## src/rtl/mul_seq_arb.sv

```systemverilog
// Round-robin arbiter and sequencer for a shared fixed-latency sequential multiplier.
// Define MUL_SEQ_ARB_B2B_EN to re-arbitrate on the result handshake so back-to-back ops have no bubble.
module mul_seq_arb #(
    parameter int NUM_CYC = 3,
    parameter int TAG_W   = 6
) (
    input  logic             clk,
    input  logic             rst_n,
    input  logic             req0_valid,
    output logic             req0_ready,
    input  logic [TAG_W-1:0] req0_tag,
    input  logic             req1_valid,
    output logic             req1_ready,
    input  logic [TAG_W-1:0] req1_tag,
    input  logic             flush,
    output logic             mul_start,
    output logic             mul_sel,
    output logic             out_valid,
    input  logic             out_ready,
    output logic [TAG_W-1:0] out_tag,
    output logic             out_src,
    output logic             busy
);

    localparam int CNT_W = (NUM_CYC > 1) ? $clog2(NUM_CYC) : 1;

    if (NUM_CYC < 1) begin : g_bad_num_cyc
        $error("mul_seq_arb: NUM_CYC must be >= 1");
    end

    typedef enum logic [1:0] {IDLE, BUSY, DONE} state_e;

    state_e             state_q, state_d;
    logic               owner_q, owner_d;
    logic [TAG_W-1:0]   tag_q, tag_d;
    logic [CNT_W-1:0]   cnt_q, cnt_d;
    logic               rr_ptr_q, rr_ptr_d;

    logic               arb_ptr;
    logic               arb_any;
    logic               arb_win;
    logic               do_grant;
    logic               kill;

    always_ff @(posedge clk) begin
        if (!rst_n) begin
            state_q  <= IDLE;
            owner_q  <= 1'b0;
            tag_q    <= '0;
            cnt_q    <= '0;
            rr_ptr_q <= 1'b0;
        end else begin
            state_q  <= state_d;
            owner_q  <= owner_d;
            tag_q    <= tag_d;
            cnt_q    <= cnt_d;
            rr_ptr_q <= rr_ptr_d;
        end
    end

    // In DONE the pointer a handshake is about to write (~owner) already sets priority.
    always_comb begin
        arb_ptr = (state_q == DONE) ? ~owner_q : rr_ptr_q;
        arb_any = req0_valid | req1_valid;
        arb_win = (arb_ptr ? req1_valid : req0_valid) ? arb_ptr : ~arb_ptr;
    end

    assign kill = flush | ~rst_n;
    assign busy = (state_q != IDLE);

    always_comb begin
        state_d    = state_q;
        owner_d    = owner_q;
        tag_d      = tag_q;
        cnt_d      = cnt_q;
        rr_ptr_d   = rr_ptr_q;
        req0_ready = 1'b0;
        req1_ready = 1'b0;
        mul_start  = 1'b0;
        mul_sel    = owner_q;
        out_valid  = 1'b0;
        out_tag    = '0;
        out_src    = 1'b0;
        do_grant   = 1'b0;

        case (state_q)
            IDLE: begin
                do_grant = arb_any;
            end
            BUSY: begin
                if (cnt_q == CNT_W'(NUM_CYC - 1)) begin
                    state_d = DONE;
                    cnt_d   = '0;
                end else begin
                    cnt_d = cnt_q + CNT_W'(1);
                end
            end
            DONE: begin
                out_valid = 1'b1;
                out_tag   = tag_q;
                out_src   = owner_q;
                if (out_ready) begin
                    rr_ptr_d = ~owner_q;
                    state_d  = IDLE;
`ifdef MUL_SEQ_ARB_B2B_EN
                    do_grant = arb_any;
`endif
                end
            end
            default: begin
                state_d = IDLE;
            end
        endcase

        if (do_grant) begin
            req0_ready = ~arb_win;
            req1_ready = arb_win;
            mul_start  = 1'b1;
            mul_sel    = arb_win;
            owner_d    = arb_win;
            tag_d      = arb_win ? req1_tag : req0_tag;
            cnt_d      = '0;
            state_d    = BUSY;
        end

        // Flush or reset wins over everything: no handshake of any kind this cycle.
        if (kill) begin
            req0_ready = 1'b0;
            req1_ready = 1'b0;
            mul_start  = 1'b0;
            mul_sel    = owner_q;
            out_valid  = 1'b0;
            owner_d    = owner_q;
            tag_d      = tag_q;
            rr_ptr_d   = rr_ptr_q;
            cnt_d      = '0;
            state_d    = IDLE;
        end
    end

endmodule

```

## config.mk

```make
export PLATFORM = sky130hd
export DESIGN_NAME = mul_seq_arb
export DESIGN_NICKNAME = d
export VERILOG_FILES = /design/src/rtl/mul_seq_arb.sv
export SDC_FILE = /design/constraint.sdc
export NUM_CORES = 1
export LEC_CHECK = 0
export ABC_AREA = 1
export CORE_MARGIN = 2
export CORE_UTILIZATION = 33
export CTS_BUF_LIST = sky130_fd_sc_hd__clkbuf_4 sky130_fd_sc_hd__clkbuf_8 sky130_fd_sc_hd__clkbuf_16
export DETAILED_ROUTE_END_ITERATION = 8
export DONT_BUFFER_PORTS = 1
export GPL_TIMING_DRIVEN = 0
export REMOVE_ABC_BUFFERS = 1
export SLEW_MARGIN = 20
export SYNTH_ARGS = -nofsm -noshare
export SYNTH_HDL_FRONTEND = slang
export SYNTH_SLANG_ARGS = --single-unit
```

## constraint.sdc

```tcl
create_clock -name clk -period 1.42 [get_ports clk]
set_input_delay 0.142 -clock clk [delete_from_list [all_inputs] [get_ports clk]]
set_output_delay 0.142 -clock clk [all_outputs]
set_load 0.03 [all_outputs]
```

==> results.yml <==
outcome:
  outcome: "complete, but fails checks"
  violations: "negative setup slack"
placement:
  pre_cts_ws_ns: -0.359
  place_congestion: 0.709
  dp_cells: 138
  numPortBuffers: 0
power_and_ir_drop:
  switching_share: 0.306
  powerDensity_nw_per_um2: 676
  switching_power_mw: 0.221
  clock_power_share: 0.282
  internal_power_mw: 0.500
  combPwrFrac: 0.222
  seqPwrFrac: 0.496
  power_leakage_nw: 0.499
  power.total_mw: 0.721
  ir_worst_vdd_mv: 0.680
layout:
  multi_input_area_um2: 541
  drive_gt1_frac: 0.453
  n_antenna_cell: 0
  fillCellCount: 213
  seq_area_um2: 248
  nNetsFinal: 148
  syn2layout_area_growth_pct: 39.2
  final_cells: 156
clock_tree:
  cts_buffers: 3
  clock_latency_ns: 0.27
  cts.clk_slew.worst_paths_ns: 0.07
  cts_tree: "done"
  clock-sinks: 12
  cts.path.max_buffers: 2
  clockRootBuffer: "clkbuf_4"
  htree_levels: 1
detailed_routing:
  drc: 0
  drtIter0Drc: 9
  wl_per_cell_um: 13.2
  viasPerCell: 4.84
  vias: 755
  routed_wl_um: 2060
  drtPass1Iterations: 4
  drtAntennaViolNets: 0
sta:
  tightest_slew_ns: 0.397
  final_hold_viol_count: 0
  rsz0062_at_grt: "yes"
  maxSlewViolCount: 0
  max_slew_margin: 0.735
  fin_skew_ns: 0.000610
  fmax_ghz: 0.604
  post-route-min-period_ns: 1.66
  setup_ws_ns: -0.236
  setup_viol_count_final: 11
  holdWs_ns: 0.101
  finalCritPeriodShare: 1.17
synth:
  async_flop_share: 0
  ys_types: 19
  synth_edf_count: 0
  yosys.area.top_type_share: 0.314
  synth_area_leaders: "dfxtp_1 (31%), inv_1 (13%), nand3_1 (8.5%)"
  synth-seq-cells: 12
  synth_common_cells: "inv_1 (26), nand2_1 (17), nor2_1 (14), nand3_1 (13), dfxtp_1 (12)"
  syn_inst: 112
  syn_area_um2: 766
  yosysMostFrequentCell: "inv_1"
  yosysSeqAreaShare: 0.314
  avgSynthCellArea_um2: 6.84
  ys_warn_count: 0
  yosysTopAreaCell: "dfxtp_1"
  synth_ff_type: "dfxtp_1"
grt:
  grt_pass1_vias: 689
  grt_max_degree: 10
  grt_pass1_wl_um: 3030
  grt-ovfl-total: 0
  antenna_found_initial: 0
  grt_usage: 0.154
setup_path:
  crit_path_max_fanout: 8
  critPathKind: "register to primary output"
  r2r_start: "state_q[1]"
  cp-end-kind: "primary output"
  cp.arrival_ns: 1.51
  crit_path_start_kind: "register"
  startpoint: "state_q[1]"
  crit_required_ns: 1.28
  ff2ff_path_depth: 9
  reg2reg_slack_ns: -0.09
min_path:
  worstHoldPathCells: 3
  hp-class: "input pin to register"
  hp-start: "out_ready"
floorplan:
  fp.dieW_um: 52.2
  start_util: 0.346
  io_pins: 31
  rows: 17
  coreArea_um2: 2210
  die-area_um2: 2720
  fp.dieH_um: 52.2
flow_run:
  max-cap-violations: 0
## worst max-delay path: stages (launching register included)
cell        delay, ns
dfxtp_4          0.36
nor2_4           0.13
nand2_4          0.08
nor2_8           0.25
clkinvlp_4       0.21
nor2_4           0.21
## final cells by class
type,count,share of cell area
inverters,26,0.102
well taps,28,0.0329
flip-flops and latches,12,0.232
clock buffers,3,0.0211
multi-input cells,73,0.507
repair buffers,14,0.104
## state kept, by name, indices dropped and copies added (netlist names)
name / count
rr_ptr_q: 1
cnt_q: 2
tag_q: 6
state_q: 2
owner_q: 1
## placed cells by master (no fill, tap or decap)
master	netlist	final
nand2_4	5	5
nor2_2	0	1
a31oi_1	1	1
clkbuf_4	0	3
dlygate4sd3_1	0	1
dfxtp_4	0	2
nand3_1	13	7
a211oi_1	1	1
inv_1	26	21
inv_4	0	1
nand3_4	0	1
buf_4	0	12
nand2_8	0	1
a21oi_1	4	4
nor3_1	1	1
nand2_1	17	10
o21a_1	1	1
nor2_4	1	9
inv_2	0	2
nor2_8	1	1
nand4_1	6	6
o21ai_2	1	1
clkinv_4	0	1
o21ai_0	1	1
clkinvlp_4	0	1
nand3_2	2	7
nor2_1	14	6
buf_6	2	1
nand2_2	3	9
dfxtp_1	12	10
## final timing paths
| check | end |
|---|---|
| max | req1_ready |
| max reg2reg | tag_q[4] |
| min | state_q[1] |
| min reg2reg | cnt_q[0] |
## what timing repair did
action                     CTS  global route
hold buffers                 1             0
cloned                       1             0
hold endpoints to repair     8             0
pin swaps                    5            10
buffers inserted             6             8
setup endpoints to repair   17            14
resized for setup           14            31
## power by group through the flow
stage                     registers [mW]  logic [mW]  clock network (mW)
after floorplan                    0.363      0.0895                   0
after global placement             0.363       0.101                   0
after detailed placement           0.364       0.103                   0
after CTS                          0.355       0.135               0.220
after global routing               0.359       0.174               0.231
final                              0.357       0.160               0.203
## metal layers
layer | GRT usage | vias up | share of wire
met4 | 0.0385 | 0 | 0.0044
met5 | 0 | - | 0
met3 | 0.0514 | 2 | 0.057
met1 | 0.181 | 342 | 0.42
li1 | - | 385 | -
met2 | 0.270 | 26 | 0.52
## cells by family after synthesis
logic type	share of synthesized area
DFF	0.314
and+or+nand+nor	0.458
AOI/OAI and AO/OA	0.0719
buffers and inverters	0.157
## through the flow
stage | util | cell area (um^2) | TNS (ns)
global route | 0.482 | 1070 | -1.78
CTS | 0.406 | 897 | -1.95
finish | 0.482 | 1070 | -1.01
floorplan | - | 743 | -0.227
detailed placement | 0.352 | 778 | -1.33
global placement | 0.352 | 778 | -1.19
Power figures use the tool's default switching activity.
